**src/rtl/multicycle_control.sv**
```systemverilog
// Multi-cycle main control FSM: sequences fetch/decode/execute/memory/write-back
// and drives datapath selects and strobes. Optional perf counters: MC_PERF_CNT_EN.
module multicycle_control (
  input  logic        clk,
  input  logic        reset_n,
  input  logic [5:0]  opcode,
  input  logic [5:0]  funct,
  input  logic        mem_ready,
  output logic [2:0]  ALUop,
  output logic        alu_src_a,
  output logic [1:0]  alu_src_b,
  output logic        pc_write,
  output logic        pc_write_cond,
  output logic [1:0]  pc_source,
  output logic        i_or_d,
  output logic        mem_read,
  output logic        mem_write,
  output logic        ir_write,
  output logic        reg_write,
  output logic        reg_dst,
  output logic        mem_to_reg,
  output logic        illegal_op,
  output logic [3:0]  state
`ifdef MC_PERF_CNT_EN
  ,
  output logic [31:0] cycle_count,
  output logic [31:0] instr_count
`endif
);

  localparam logic [5:0] OP_R    = 6'b000000;
  localparam logic [5:0] OP_LW   = 6'b100011;
  localparam logic [5:0] OP_SW   = 6'b101011;
  localparam logic [5:0] OP_BEQ  = 6'b000100;
  localparam logic [5:0] OP_J    = 6'b000010;
  localparam logic [5:0] OP_ADDI = 6'b001000;
  localparam logic [5:0] OP_SUBI = 6'b001001;

  localparam logic [5:0] FN_ADD = 6'b100000;
  localparam logic [5:0] FN_SUB = 6'b100010;
  localparam logic [5:0] FN_XOR = 6'b100110;
  localparam logic [5:0] FN_JR  = 6'b001000;

  localparam logic [2:0] ALU_ADD  = 3'b000;
  localparam logic [2:0] ALU_SUB  = 3'b001;
  localparam logic [2:0] ALU_ADDI = 3'b010;
  localparam logic [2:0] ALU_SUBI = 3'b011;
  localparam logic [2:0] ALU_RTYP = 3'b100;

  typedef enum logic [3:0] {
    S_FETCH     = 4'd0,
    S_DECODE    = 4'd1,
    S_MEM_ADDR  = 4'd2,
    S_MEM_READ  = 4'd3,
    S_MEM_WB    = 4'd4,
    S_MEM_WRITE = 4'd5,
    S_EXECUTE   = 4'd6,
    S_R_WB      = 4'd7,
    S_BRANCH    = 4'd8,
    S_JUMP      = 4'd9,
    S_IMM_EXEC  = 4'd10,
    S_IMM_WB    = 4'd11,
    S_JR        = 4'd12
  } state_t;

  state_t state_q, state_d;

  logic is_r, is_lw, is_sw, is_beq, is_j, is_addi, is_subi;
  logic legal_fn, illegal;

  assign is_r    = (opcode == OP_R);
  assign is_lw   = (opcode == OP_LW);
  assign is_sw   = (opcode == OP_SW);
  assign is_beq  = (opcode == OP_BEQ);
  assign is_j    = (opcode == OP_J);
  assign is_addi = (opcode == OP_ADDI);
  assign is_subi = (opcode == OP_SUBI);

  assign legal_fn = (funct == FN_ADD) || (funct == FN_SUB) ||
                    (funct == FN_XOR) || (funct == FN_JR);
  assign illegal  = !(is_r || is_lw || is_sw || is_beq || is_j || is_addi || is_subi) ||
                    (is_r && !legal_fn);

  always_ff @(posedge clk or negedge reset_n) begin
    if (!reset_n) state_q <= S_FETCH;
    else          state_q <= state_d;
  end

  // Every output stays 0 while reset is held, independent of the state register.
  always_comb begin
    ALUop         = ALU_ADD;
    alu_src_a     = 1'b0;
    alu_src_b     = 2'b00;
    pc_write      = 1'b0;
    pc_write_cond = 1'b0;
    pc_source     = 2'b00;
    i_or_d        = 1'b0;
    mem_read      = 1'b0;
    mem_write     = 1'b0;
    ir_write      = 1'b0;
    reg_write     = 1'b0;
    reg_dst       = 1'b0;
    mem_to_reg    = 1'b0;
    illegal_op    = 1'b0;
    state         = 4'd0;
    state_d       = S_FETCH;
    if (reset_n) begin
      state = state_q;
      case (state_q)
        S_FETCH: begin
          mem_read  = 1'b1;
          alu_src_b = 2'b01;
          state_d   = S_FETCH;
          if (mem_ready) begin
            ir_write = 1'b1;
            pc_write = 1'b1;
            state_d  = S_DECODE;
          end
        end
        S_DECODE: begin
          alu_src_b = 2'b11;
          if (illegal)                 illegal_op = 1'b1;
          else if (is_lw || is_sw)     state_d = S_MEM_ADDR;
          else if (is_r)               state_d = (funct == FN_JR) ? S_JR : S_EXECUTE;
          else if (is_beq)             state_d = S_BRANCH;
          else if (is_j)               state_d = S_JUMP;
          else                         state_d = S_IMM_EXEC;
        end
        S_MEM_ADDR: begin
          alu_src_a = 1'b1;
          alu_src_b = 2'b10;
          state_d   = is_lw ? S_MEM_READ : S_MEM_WRITE;
        end
        S_MEM_READ: begin
          mem_read = 1'b1;
          i_or_d   = 1'b1;
          state_d  = mem_ready ? S_MEM_WB : S_MEM_READ;
        end
        S_MEM_WB: begin
          reg_write  = 1'b1;
          mem_to_reg = 1'b1;
        end
        S_MEM_WRITE: begin
          mem_write = 1'b1;
          i_or_d    = 1'b1;
          state_d   = mem_ready ? S_FETCH : S_MEM_WRITE;
        end
        S_EXECUTE: begin
          alu_src_a = 1'b1;
          ALUop     = ALU_RTYP;
          state_d   = S_R_WB;
        end
        S_R_WB: begin
          reg_write = 1'b1;
          reg_dst   = 1'b1;
          ALUop     = ALU_RTYP;
        end
        S_BRANCH: begin
          alu_src_a     = 1'b1;
          ALUop         = ALU_SUB;
          pc_write_cond = 1'b1;
          pc_source     = 2'b01;
        end
        S_JUMP: begin
          pc_write  = 1'b1;
          pc_source = 2'b10;
        end
        // opcode is stable through write-back, so IMM_WB re-derives the same ALUop.
        S_IMM_EXEC: begin
          alu_src_a = 1'b1;
          alu_src_b = 2'b10;
          ALUop     = is_subi ? ALU_SUBI : ALU_ADDI;
          state_d   = S_IMM_WB;
        end
        S_IMM_WB: begin
          reg_write = 1'b1;
          ALUop     = is_subi ? ALU_SUBI : ALU_ADDI;
        end
        S_JR: begin
          pc_write  = 1'b1;
          pc_source = 2'b11;
        end
        default: state_d = S_FETCH;
      endcase
    end
  end

`ifdef MC_PERF_CNT_EN
  logic [31:0] cyc_q, ins_q;
  logic        retire;

  // An instruction retires when a completing state hands back to FETCH.
  assign retire = (state_d == S_FETCH) &&
                  (state_q inside {S_MEM_WB, S_MEM_WRITE, S_R_WB, S_BRANCH,
                                   S_JUMP, S_IMM_WB, S_JR});

  always_ff @(posedge clk or negedge reset_n) begin
    if (!reset_n) begin
      cyc_q <= 32'd0;
      ins_q <= 32'd0;
    end else begin
      cyc_q <= cyc_q + 32'd1;
      if (retire) ins_q <= ins_q + 32'd1;
    end
  end

  assign cycle_count = cyc_q;
  assign instr_count = ins_q;
`endif

endmodule

```
**config.mk**
```make
export PLATFORM = sky130hd
export DESIGN_NAME = multicycle_control
export DESIGN_NICKNAME = d
export VERILOG_FILES = /design/src/rtl/multicycle_control.sv
export SDC_FILE = /design/constraint.sdc
export NUM_CORES = 1
export LEC_CHECK = 0
export CORE_MARGIN = 3
export CORE_UTILIZATION = 41
export DETAILED_ROUTE_END_ITERATION = 10
export PLACE_DENSITY = 0.91
export SYNTH_ARGS = -nofsm -noshare
export SYNTH_HDL_FRONTEND = slang
export SYNTH_SLANG_ARGS = --single-unit
```
**constraint.sdc**
```tcl
create_clock -name clk -period 4.3 [get_ports clk]
set_input_delay 0.43 -clock clk [delete_from_list [all_inputs] [get_ports clk]]
set_output_delay 0.43 -clock clk [all_outputs]
set_load 0.02 [all_outputs]
```
# == Word-level counts from Yosys, hierarchy flattened ==
# Index checks and enable logic that the tools add are counted.
# W data, S select, Z words.
# word_totals
ff_bits,4
latch_bits,0
ram_bits,0
romBits,0
in_bits,15
out_inout_bits,22
wordCells,91
memories,0
# op_classes
n_addsub,0
n_mul,0
n_div,0
order_cmp,0
eq_ne,22
shift,0
n_mux,44
n_bitwise,0
n_reduce_logical,24
# ops
op,n
$eq A6 B6 Y1 const B,5
$pmux W4 S7,1
$mux W1,25
$mux W4,6
$eq A4 B4 Y1 const B,5
$eq A6 B4 Y1 const B,3
$eq A4 B3 Y1 const B,4
$mux W3,4
$pmux W2 S3,2
$reduce_or A2 Y1,6
$logic_or A1 B1 Y1,11
$pmux W3 S3,1
$eq A4 B2 Y1 const B,2
$mux W2,4
$eq A6 B2 Y1 const B,1
$eq A6 B3 Y1 const B,1
$logic_not A6 Y1,1
$eq A4 B1 Y1 const B,1
$logic_not A4 Y1,1
$reduce_or A4 Y1,1
$reduce_or A3 Y1,1
$logic_not A1 Y1,2
$pmux W1 S2,1
$logic_and A1 B1 Y1,1

# == Logic depth before layout (Yosys ltp) ==
# depth
depth_word,12
depth_mapped,6
depth_no_buf,4

# == Least setup slack after synthesis ==
# Ideal clock, no wire load.
# synth_timing
path_type,reg-to-output
from,reg state_q[2]
to,out alu_src_a
arrival_ns,1.952
t_required_ns,3.870
slack_ns,1.918
path_stages_with_launch,4
n_path_buf,2
cell_sequence,dfrtp_1 > buf_1 > clkbuf_1 > a2111oi_0
# synth_between
elab_chain_len,4
elab_cells_between_ends,7
cone_classes,4 x eq/ne; 2 x mux; 1 x reduce/logical
# synth_lines
element,line,rtl
from (decl),66,"state_t state_q, state_d;"
from (signal assigned),86,else state_q <= state_d;
"$eq A4 B4 Y1, or another cell as far along",109,case (state_q)
$reduce_or A4 Y1 (no source line) *,-,
$mux W1 *,109,
$mux W1 *,107,if (reset_n) begin
to (decl),10,"output logic alu_src_a,"
# Mark *: on every way between the ends. The rest lies on a longest branch, timed or not.

# == Final worst setup path ==
# layout_timing
from,in reset_n
to,out illegal_op
# layout_between
elab_chain_len,1
# layout_lines
element,line,rtl
from (decl),5,"input logic reset_n,"
$mux W1,107,
to (decl),22,"output logic illegal_op,"
# No other way between the ends.

==> key figures <==
Final layout
  – Post-layout nets: 149
  – Registers with the highest flip-flop counts: state_q: 4 flops
  – Number of flip-flops under the largest register name: 4
  – Register ranked first by flip-flop count: state_q
  – Area occupied by multi-input gates: 558 um^2
  – Fraction of final layout cells sized beyond drive strength 1: between 10% and 20%
  – Register Area: ~100 um^2
  – Final standard cell utilization of the core: 69.3%
  – Count of non-filler cells in the finished layout: 148
  – Area overhead of the layout relative to synthesis: 53.9%
  – Filler instances: approximately 150
  – Antenna diodes: 0
  – Final design area excluding fillers: 0.00107 mm^2

Critical path
  – Capture point of the worst reg-to-reg path: state_q[1]$_DFF_PN0_
  – CP endpoint kind: output port
  – Type of origin of the critical path: input pin
  – Launch point of the worst reg-to-reg path: state_q[2]$_DFF_PN0_
  – CP arrival: ~2.6 ns
  – Crit path max fanout: 13
  – Worst-case reg-to-reg path depth: 4
  – Register-to-register path setup slack: 2.49 ns
  – Type of the worst setup path: input pin to output port
  – Worst endpoint required time: between 3 and 4 ns

Place
  – Count of port buffers added during placement: 36
  – Half-perimeter wire length after placement: 1610 um
  – Placed inst area: 0.00105 mm^2
  – Dpl ws: approximately 1.2 ns
  – Routability-driven placement congestion ratio: 0.822
  – Placed Instances: 145

Synth
  – Distinct cell type count of the synthesized netlist: 40
  – Net count after synthesis: about 120
  – Flip-flop and latch count after synthesis: 4
  – Number of flops mapped to enable cells by yosys: 0
  – Asr flop ratio synth: 100%
  – Synthesized area divided by synthesized cell count: between 6 and 7 um^2
  – Share of the synthesized area in the top cell type: 14.4%
  – Count leader, synth: nor2_1
  – Syn Inst Count: 100
  – Number of warnings printed during yosys synthesis: 0
  – Top cells by area, synth: dfrtp_1, nor2_1, a21oi_1, nor3_1, nand2b_1
  – Combined area of all synthesized cells: 694 um^2
  – Fraction of the yosys area taken by sequential cells: about 14%
  – Predominant post-synthesis flop cell: dfrtp_1
  – Cell type contributing the most total cell area after synthesis: dfrtp_1
  – List of most frequent post-synthesis cells: nor2_1, a21oi_1, nand2_1, nor3_1, nand2b_1

Floorplan
  – Ports placed on the boundary: 37
  – Die span in y: about 47 um
  – Placeable Area: 0.00154 mm^2
  – Die extent in x: 47.2 um
  – Initial core utilization: 45.0%
  – Number of placement rows: 14
  – Full die area: between 0.002 and 0.0025 mm^2

Detailed routing
  – Total wirelength of the detailed-routed design: 2050 um
  – Detailed-route vias per instance: ~5.9
  – Routed WL per cell: 13.8 um
  – Drc violations: 0
  – Count of nets left with antenna violations after detail routing: 0
  – Length of the first detailed-routing pass in iterations: 4
  – Total via count after detailed routing: 868
  – Detailed router's first-iteration violation count: 12

Timing
  – Final number of max-transition violations: 0
  – Final-report setup violation count: 0
  – Worst Hold Margin: 0.500 ns
  – Hold violation total from the final report: 0
  – Period utilization: 71.3%
  – Final period demand of the worst path: 3.06 ns
  – Unrepaired setup endpoints after global routing: false
  – Final TNS setup: 0 ns
  – Setup clock skew after layout: 0.00179 ns
  – Slack of the critical path: 1.24 ns
  – Remaining max-slew budget at the tightest pin: 58.3%
  – Actual slew at the worst max-slew pin: 0.626 ns
  – Highest achievable clock rate: ~330 MHz

Worst hold path
  – Worst hold path class: input pin to asynchronous set/reset pin

Clocking
  – Resized cells post-CTS: 0
  – # clock sinks: 4
  – Number of buffers inserted by post-CTS setup repair: 0
  – Number of buffers created by CTS: 3
  – Maximum buffer depth of the clock tree: 2
  – Master cell of the clock root buffer: clkbuf_4
  – Maximum level of the CTS H-tree: 1
  – Number of buffers inserted for hold repair after clock tree synthesis: 0
  – Clock latency at the later pin of the worst-skew pair: 0.24 ns
  – CTS tree: done
  – Clock transition at the registers of the reported paths: approximately 0.040 ns

Power and ir drop
  – Maximum resistive drop on vdd: 0.0820 mV
  – Leakage power figure: 0.375 nW
  – Final Total Pwr: around 0.15 mW
  – Pwr/cell area: 143 mW/mm^2

Global routing
  – Wire length of the first global-routing pass: about 3300 um
  – Total overflow reported by the global router: 0
  – Largest net degree at the start of global routing: 23
  – Vias in the first global route: 803
  – Total GRT Usage: 20.5%
  – Number of antenna violations at the first check in global routing: 0

Status
  – Result of the run: completed

Job
  – Max-cap check violation count: 0
layout make-up:
cell class | instances | share of cell area, %
multi-input combinational | 87 | 52.2
inverter | 2 | 0.703
clock buffer | 3 | 2.11
timing repair buffer | 36 | 33.7
sequential | 4 | 9.37
tap | 16 | 1.87
cells in the final DEF (no fill, tap or decap), types with 2 or more instances in the layout:
master           count
nor4b_1              2
nor2b_1              2
dfrtp_1              4
and2_2               3
o21ai_0              2
a21oi_1              9
o31ai_1              2
nor3_1               8
nor2_1              15
nor4_1               3
nand2b_1             5
clkdlybuf4s50_1     36
and3_1               2
inv_1                2
a21o_1               2
xnor2_1              2
nand2_1              8
clkbuf_4             3
o221ai_1             2
per-layer routing:
| layer | share of wire (%) | GRT usage [%] | routed length [um] |
|---|---|---|---|
| met1 | 40 | 24.1 | 829 |
| met2 | 50 | 36.3 | 1020 |
| met3 | 8.4 | 3.45 | 172 |
| met4 | 1.2 | 8.84 | 25 |
| met5 | 0 | 0 | 0 |
worst max-delay path by stage:
stage,slack [ns],from,end,cells after the start
6_report,1.24,reset_n,illegal_op,5
5_1_grt,1.11,reset_n,illegal_op,5
4_1_cts,1.23,reset_n,illegal_op,5
3_5_place_dp,1.24,reset_n,pc_write,5
3_3_place_gp,1.28,reset_n,illegal_op,5
2_1_floorplan,1.92,state_q[2]$_DFF_PN0_,alu_src_a,3
report_power, final:
| group | internal (mW) | total (mW) | switching (mW) |
|---|---|---|---|
| sequential | 0.0390 | 0.0445 | 0.00554 |
| clock | 0.0312 | 0.0471 | 0.0159 |
| combinational | 0.0324 | 0.0609 | 0.0285 |
critical path, stage by stage:
cell             delay [ns]
clkdlybuf4s50_1        0.73
or3b_4                 0.45
or2_4                  0.28
a21oi_1                0.12
clkdlybuf4s50_1        0.62
logic make-up after synthesis:
kind of cell	synth area share [%]
xor gates and xnor gates	2.52
DFF	14.4
and+or+nand+nor	47.7
buffers and inverters	5.22
AOI/OAI and AO/OA	27.0
muxes	3.06
No activity file was read; power rests on OpenSTA's default activity.
